==> src/rtl/power_frame_scheduler.sv <==
// Aligns per-block powers from four Goertzel bins into one frame for the tone detector.
// A collect bank fills from the done strobes; an output bank holds the frame presented via valid/ready.
module power_frame_scheduler #(
   parameter int POWER_WIDTH    = 64,
   parameter int TIMEOUT_CYCLES = 4096,
   parameter int TIMER_WIDTH    = 13,
   parameter int CNT_WIDTH      = 8
) (
   input  logic                          clk,
   input  logic                          reset,
   input  logic                          done1,
   input  logic                          done2,
   input  logic                          done3,
   input  logic                          done4,
   input  logic signed [POWER_WIDTH-1:0] power_in_1,
   input  logic signed [POWER_WIDTH-1:0] power_in_2,
   input  logic signed [POWER_WIDTH-1:0] power_in_3,
   input  logic signed [POWER_WIDTH-1:0] power_in_4,
   input  logic                          frame_ready,
   output logic                          frame_valid,
   output logic signed [POWER_WIDTH-1:0] power_1,
   output logic signed [POWER_WIDTH-1:0] power_2,
   output logic signed [POWER_WIDTH-1:0] power_3,
   output logic signed [POWER_WIDTH-1:0] power_4,
   output logic [3:0]                    frame_mask,
   output logic                          frame_partial,
   output logic [CNT_WIDTH-1:0]          overrun_count,
   output logic [CNT_WIDTH-1:0]          drop_count,
   output logic [CNT_WIDTH-1:0]          timeout_count,
   output logic                          busy
);
   typedef enum logic [1:0] {IDLE = 2'd0, COLLECT = 2'd1, HOLD = 2'd2} state_t;

   state_t                        state_reg;
   logic [3:0]                    done_vec;
   logic signed [POWER_WIDTH-1:0] power_in_arr [4];
   logic signed [POWER_WIDTH-1:0] cap_reg [4];
   logic signed [POWER_WIDTH-1:0] cap_next [4];
   logic signed [POWER_WIDTH-1:0] out_reg [4];
   logic [3:0]                    mask_reg, mask_next, out_mask_reg;
   logic                          partial_reg, out_partial_reg, valid_reg;
   logic [TIMER_WIDTH-1:0]        timer_reg, timer_inc;
   logic [CNT_WIDTH-1:0]          overrun_reg, drop_reg, timeout_reg;
   logic                          capture_en, full, timed_out, complete, out_free, transfer;
   logic [2:0]                    overrun_inc, drop_inc;

   function automatic logic [2:0] popcount4(input logic [3:0] v);
      return 3'(v[0]) + 3'(v[1]) + 3'(v[2]) + 3'(v[3]);
   endfunction

   function automatic logic [CNT_WIDTH-1:0] sat_add(input logic [CNT_WIDTH-1:0] a, input logic [2:0] inc);
      logic [CNT_WIDTH:0] sum;
      sum = {1'b0, a} + (CNT_WIDTH+1)'(inc);
      return sum[CNT_WIDTH] ? '1 : sum[CNT_WIDTH-1:0];
   endfunction

   assign done_vec        = {done4, done3, done2, done1};
   assign power_in_arr[0] = power_in_1;
   assign power_in_arr[1] = power_in_2;
   assign power_in_arr[2] = power_in_3;
   assign power_in_arr[3] = power_in_4;

   generate
      for (genvar gi = 0; gi < 4; gi++) begin : g_bin
         assign cap_next[gi] = (capture_en && done_vec[gi]) ? power_in_arr[gi] : cap_reg[gi];
      end
   endgenerate

   // Timeout compares the incremented timer so the frame leaves TIMEOUT_CYCLES after its first strobe.
   always_comb begin
      capture_en  = (state_reg != HOLD);
      mask_next   = capture_en ? (mask_reg | done_vec) : mask_reg;
      timer_inc   = timer_reg + 1'b1;
      full        = (mask_next == 4'hF);
      timed_out   = (state_reg == COLLECT) && !full && (timer_inc == TIMER_WIDTH'(TIMEOUT_CYCLES - 1));
      complete    = ((state_reg == IDLE) && full) || ((state_reg == COLLECT) && (full || timed_out));
      out_free    = !valid_reg || frame_ready;
      transfer    = out_free && (complete || (state_reg == HOLD));
      overrun_inc = (state_reg == COLLECT) ? popcount4(done_vec & mask_reg) : 3'd0;
      drop_inc    = (state_reg == HOLD) ? popcount4(done_vec) : 3'd0;
   end

   always_ff @(posedge clk) begin
      if (!reset) begin
         state_reg       <= IDLE;
         mask_reg        <= '0;
         partial_reg     <= 1'b0;
         timer_reg       <= '0;
         valid_reg       <= 1'b0;
         out_mask_reg    <= '0;
         out_partial_reg <= 1'b0;
         overrun_reg     <= '0;
         drop_reg        <= '0;
         timeout_reg     <= '0;
         for (int i = 0; i < 4; i++) begin
            cap_reg[i] <= '0;
            out_reg[i] <= '0;
         end
      end else begin
         overrun_reg <= sat_add(overrun_reg, overrun_inc);
         drop_reg    <= sat_add(drop_reg, drop_inc);
         timeout_reg <= sat_add(timeout_reg, {2'b00, timed_out});

         if (transfer) begin
            valid_reg       <= 1'b1;
            out_mask_reg    <= mask_next;
            out_partial_reg <= (state_reg == HOLD) ? partial_reg : timed_out;
            for (int i = 0; i < 4; i++) out_reg[i] <= cap_next[i];
         end else if (valid_reg && frame_ready) begin
            valid_reg <= 1'b0;
         end

         // Cleared collect registers make uncaptured bins read 0 in a partial frame.
         if (transfer) begin
            state_reg   <= IDLE;
            mask_reg    <= '0;
            timer_reg   <= '0;
            partial_reg <= 1'b0;
            for (int i = 0; i < 4; i++) cap_reg[i] <= '0;
         end else if (complete) begin
            state_reg   <= HOLD;
            mask_reg    <= mask_next;
            partial_reg <= timed_out;
            for (int i = 0; i < 4; i++) cap_reg[i] <= cap_next[i];
         end else if (state_reg == IDLE) begin
            if (|done_vec) state_reg <= COLLECT;
            mask_reg  <= mask_next;
            timer_reg <= '0;
            for (int i = 0; i < 4; i++) cap_reg[i] <= cap_next[i];
         end else if (state_reg == COLLECT) begin
            mask_reg  <= mask_next;
            timer_reg <= timer_inc;
            for (int i = 0; i < 4; i++) cap_reg[i] <= cap_next[i];
         end
      end
   end

   assign frame_valid   = valid_reg;
   assign power_1       = out_reg[0];
   assign power_2       = out_reg[1];
   assign power_3       = out_reg[2];
   assign power_4       = out_reg[3];
   assign frame_mask    = out_mask_reg;
   assign frame_partial = out_partial_reg;
   assign overrun_count = overrun_reg;
   assign drop_count    = drop_reg;
   assign timeout_count = timeout_reg;
   assign busy          = (state_reg != IDLE);
endmodule
==> config.mk <==
export PLATFORM = sky130hd
export DESIGN_NAME = power_frame_scheduler
export DESIGN_NICKNAME = d
export VERILOG_FILES = /design/src/rtl/power_frame_scheduler.sv
export SDC_FILE = /design/constraint.sdc
export NUM_CORES = 1
export LEC_CHECK = 0
export BUFFER_PORTS_ARGS = -buffer_cell sky130_fd_sc_hd__buf_4
export CAP_MARGIN = 25
export CORE_MARGIN = 8
export CORE_UTILIZATION = 45
export CTS_CLUSTER_SIZE = 25
export DETAILED_ROUTE_END_ITERATION = 16
export HOLD_SLACK_MARGIN = 0.15
export PLACE_DENSITY = 0.69
export SLEW_MARGIN = 25
export SYNTH_ARGS = -nofsm -noshare
export SYNTH_HDL_FRONTEND = slang
export SYNTH_SLANG_ARGS = --single-unit
==> constraint.sdc <==
create_clock -name clk -period 10.97 [get_ports clk]
set_input_delay 1.6455 -clock clk [delete_from_list [all_inputs] [get_ports clk]]
set_output_delay 1.6455 -clock clk [all_outputs]
set_load 0.05 [all_outputs]
==> out/results.ini <==
[sta]
tns_ns=0
clock_skew_ns=0.0179
final.min_clock_period_ns=4.47
slew_viol_final=0
tightestPinTransition_ns=1.03
grt_setup_unrepaired=false
final_hold_viol_count=0
relSlewSlack_pct=31.6
period_share_pct=40.7
setup_violations=0
fmax_mhz=224

[clock_network]
post-cts-setup-buffers=0
clockRootBuffer=clkbuf_16
cts_resized=0
clk_pin_slew_ns=0.06
ctsLongestPathBuffers=3
hold_buffers=0
clk_latency_ns=0.59
ctsHtreeMaxLevel=2
numCtsBuffers=56
cts_tree=built
cts_sinks=562

[global_routing]
grt_pass1_wl_um=93000
grt_use_met3_pct=6.62
grt-ovfl-total=0
grt_pass1_vias=15400
use_met1_pct=24.7
grt_use_met2_pct=33.5
antenna_found_initial=8
busiest_layer=met2
grt_usage_pct=20.0
grt_max_degree=95

[synthesis]
synthCells=1706
synth_enable_flop_cells=512
synth-seq-cells=562
ys_async_sr_fraction_pct=0
synthXorXnorAreaFrac_pct=0.418
synth_top_family_by_area=simple AND/OR/NAND/NOR gates
syn_area_um2=23000
ys_top_cells_by_area=edfxtp_1 (67%), mux2i_1 (11%), nor2_1 (8.8%)
seq_area_frac_synth_pct=71.1
synth_flop_cell=edfxtp_1
yosysTopAreaCell=edfxtp_1
synthSimpleGateAreaFrac_pct=11.3
synth.most_common_cell=nor2_1
synthTopCellsByCount=nor2_1 (543), edfxtp_1 (512), mux2i_1 (257)
synth-compound-area-share_pct=2.65
synth.net_count=1988
ys_warn_count=0
avgSynthCellArea_um2=13.5
synth_top_area_share_pct=66.7
yosys-mux-area-fraction_pct=11.2
synth.distinct_cells=55
synth_adder_area_share_pct=1.16

[critical_path]
cp_data_required_time_ns=11.26
start_kind=flop
worst_ep_arrival_time_ns=4.76
crit_start=state_reg[0]
critPathKind=flop to flop
r2r_start=state_reg[0]
worstSetupEndpointType=flop
reg2reg_depth=9
worst-path-max-fanout=68

[floorplan]
die_y_um=242
fp.dieArea_um2=58700
initial_core_util_pct=45.2
die_x_um=242
io_pins=550
fp-row-count=83
design.core.area_um2=51000

[pwr]
p_clk_share_pct=31.4
p_int_w=0.00407
switchingPower_w=0.00174
power_density_nw_per_um2=196
swShare_pct=29.9
worst_ir_drop_vdd_v=0.000121
combPwrFrac_pct=20.9
p_seq_share_pct=47.7
leakagePower_nw=12.9

[drt]
avgRoutedWirePerCell_um=20.8
ant_nets=0
drt-pass1-iter-count=5
drc=0
routed_wl_um=61700
routed_via_density=5.13
dr_total_vias=15200
drt_iter0_markers=1024

[placement]
place_congestion=0.814
io_buffers=549
place_hpwl_um=42400

[worst_hold_path]
hold-path-cell-count=2
hp-start=frame_mask[1]
min_path_type=flop to flop

[status]
status=finished, final reports clean

[layout]
multiInputGateArea_um2=6200
fillCellCount=4119
syn2layout_area_growth_pct=28.5
nets=2521
final_util_pct=58.1
seqCellArea_um2=16400
drive_above_1_share_pct=29.1

[run]
cap_violations=0

==> critical path, cell delays in order (launching register included) <==
cell,delay (ns)
dfxtp_1,0.64
nand2b_1,0.67
a21oi_2,0.17
nor3_1,0.21
a21oi_1,0.10
o211ai_4,0.54
buf_16,0.23
buf_4,0.59
buf_4,0.74
nor2_1,0.13
==> cell families (layout without fill, tap and decap cells) <==
logic type               count (synthesis)  count (layout)
AND/OR/NAND/NOR                        643             643
flip-flops                             562             562
multiplexers                           257             257
buffers and inverters                  121             697
AO/OA/AOI/OAI                           93              93
adder cells (fa/ha/maj)                 19              19
XOR/XNOR                                11              11
other                                    0               7
==> cell usage in the layout (no fill, tap or decap), drive strengths merged, types with 9 or more instances in the layout <==
master	count
nand2	29
mux2i	257
buf	570
nand3	12
dfxtp	50
o21ai	13
inv	26
edfxtp	512
and2	9
clkinv	25
nor2	543
clkbuf	70
ha	15
a21oi	44
==> metal layers <==
layer,wire length (um),share of wire (%),up-vias
li1,-,-,7149
met1,24500,40,7485
met2,30500,49,510
met3,5230,8.5,86
met4,1470,2.4,6
met5,34,0.055,-
==> power groups by stage <==
stage	clock (W)	sequential [W]	combinational (W)
6_report	0.00182	0.00277	0.00121
2_1_floorplan	0	0.00322	0.000383
3_5_place_dp	0	0.00281	0.00122
4_1_cts	0.00186	0.00277	0.00122
3_3_place_gp	0	0.00280	0.00121
5_1_grt	0.00193	0.00279	0.00129
==> final timing paths <==
path                    to  slack [ns]
min          frame_mask[1]        0.48
min reg2reg  frame_mask[1]        0.48
max          cap_reg[0][6]        6.50
max reg2reg  cap_reg[0][6]        6.50
==> metrics by stage <==
stage | setup slack (ns) | hold slack [ns] | total power, W | area (um2) | cells
3_5_place_dp | 5.68 | 0.471 | 0.00403 | 27800 | 2859
5_1_grt | 6.17 | 0.506 | 0.00601 | 29600 | 2965
4_1_cts | 6.26 | 0.482 | 0.00586 | 29500 | 2960
3_3_place_gp | 5.73 | 0.462 | 0.00401 | 27800 | 2859
6_report | 6.50 | 0.483 | 0.00580 | 29600 | 2969
2_1_floorplan | 4.63 | 0.449 | 0.00360 | 23000 | 1706
==> area by class of cell <==
type                       instances  share of cell area (%)
multi-input combinational       1023                    21.0
timing repair buffer             570                    14.6
clock inverter                    31                   0.870
inverter                          26                   0.330
clock buffer                      70                    4.98
tap                              680                    2.87
sequential                       562                    55.3
antenna                            7                  0.0592
No activity file was read; power rests on OpenSTA's default activity.
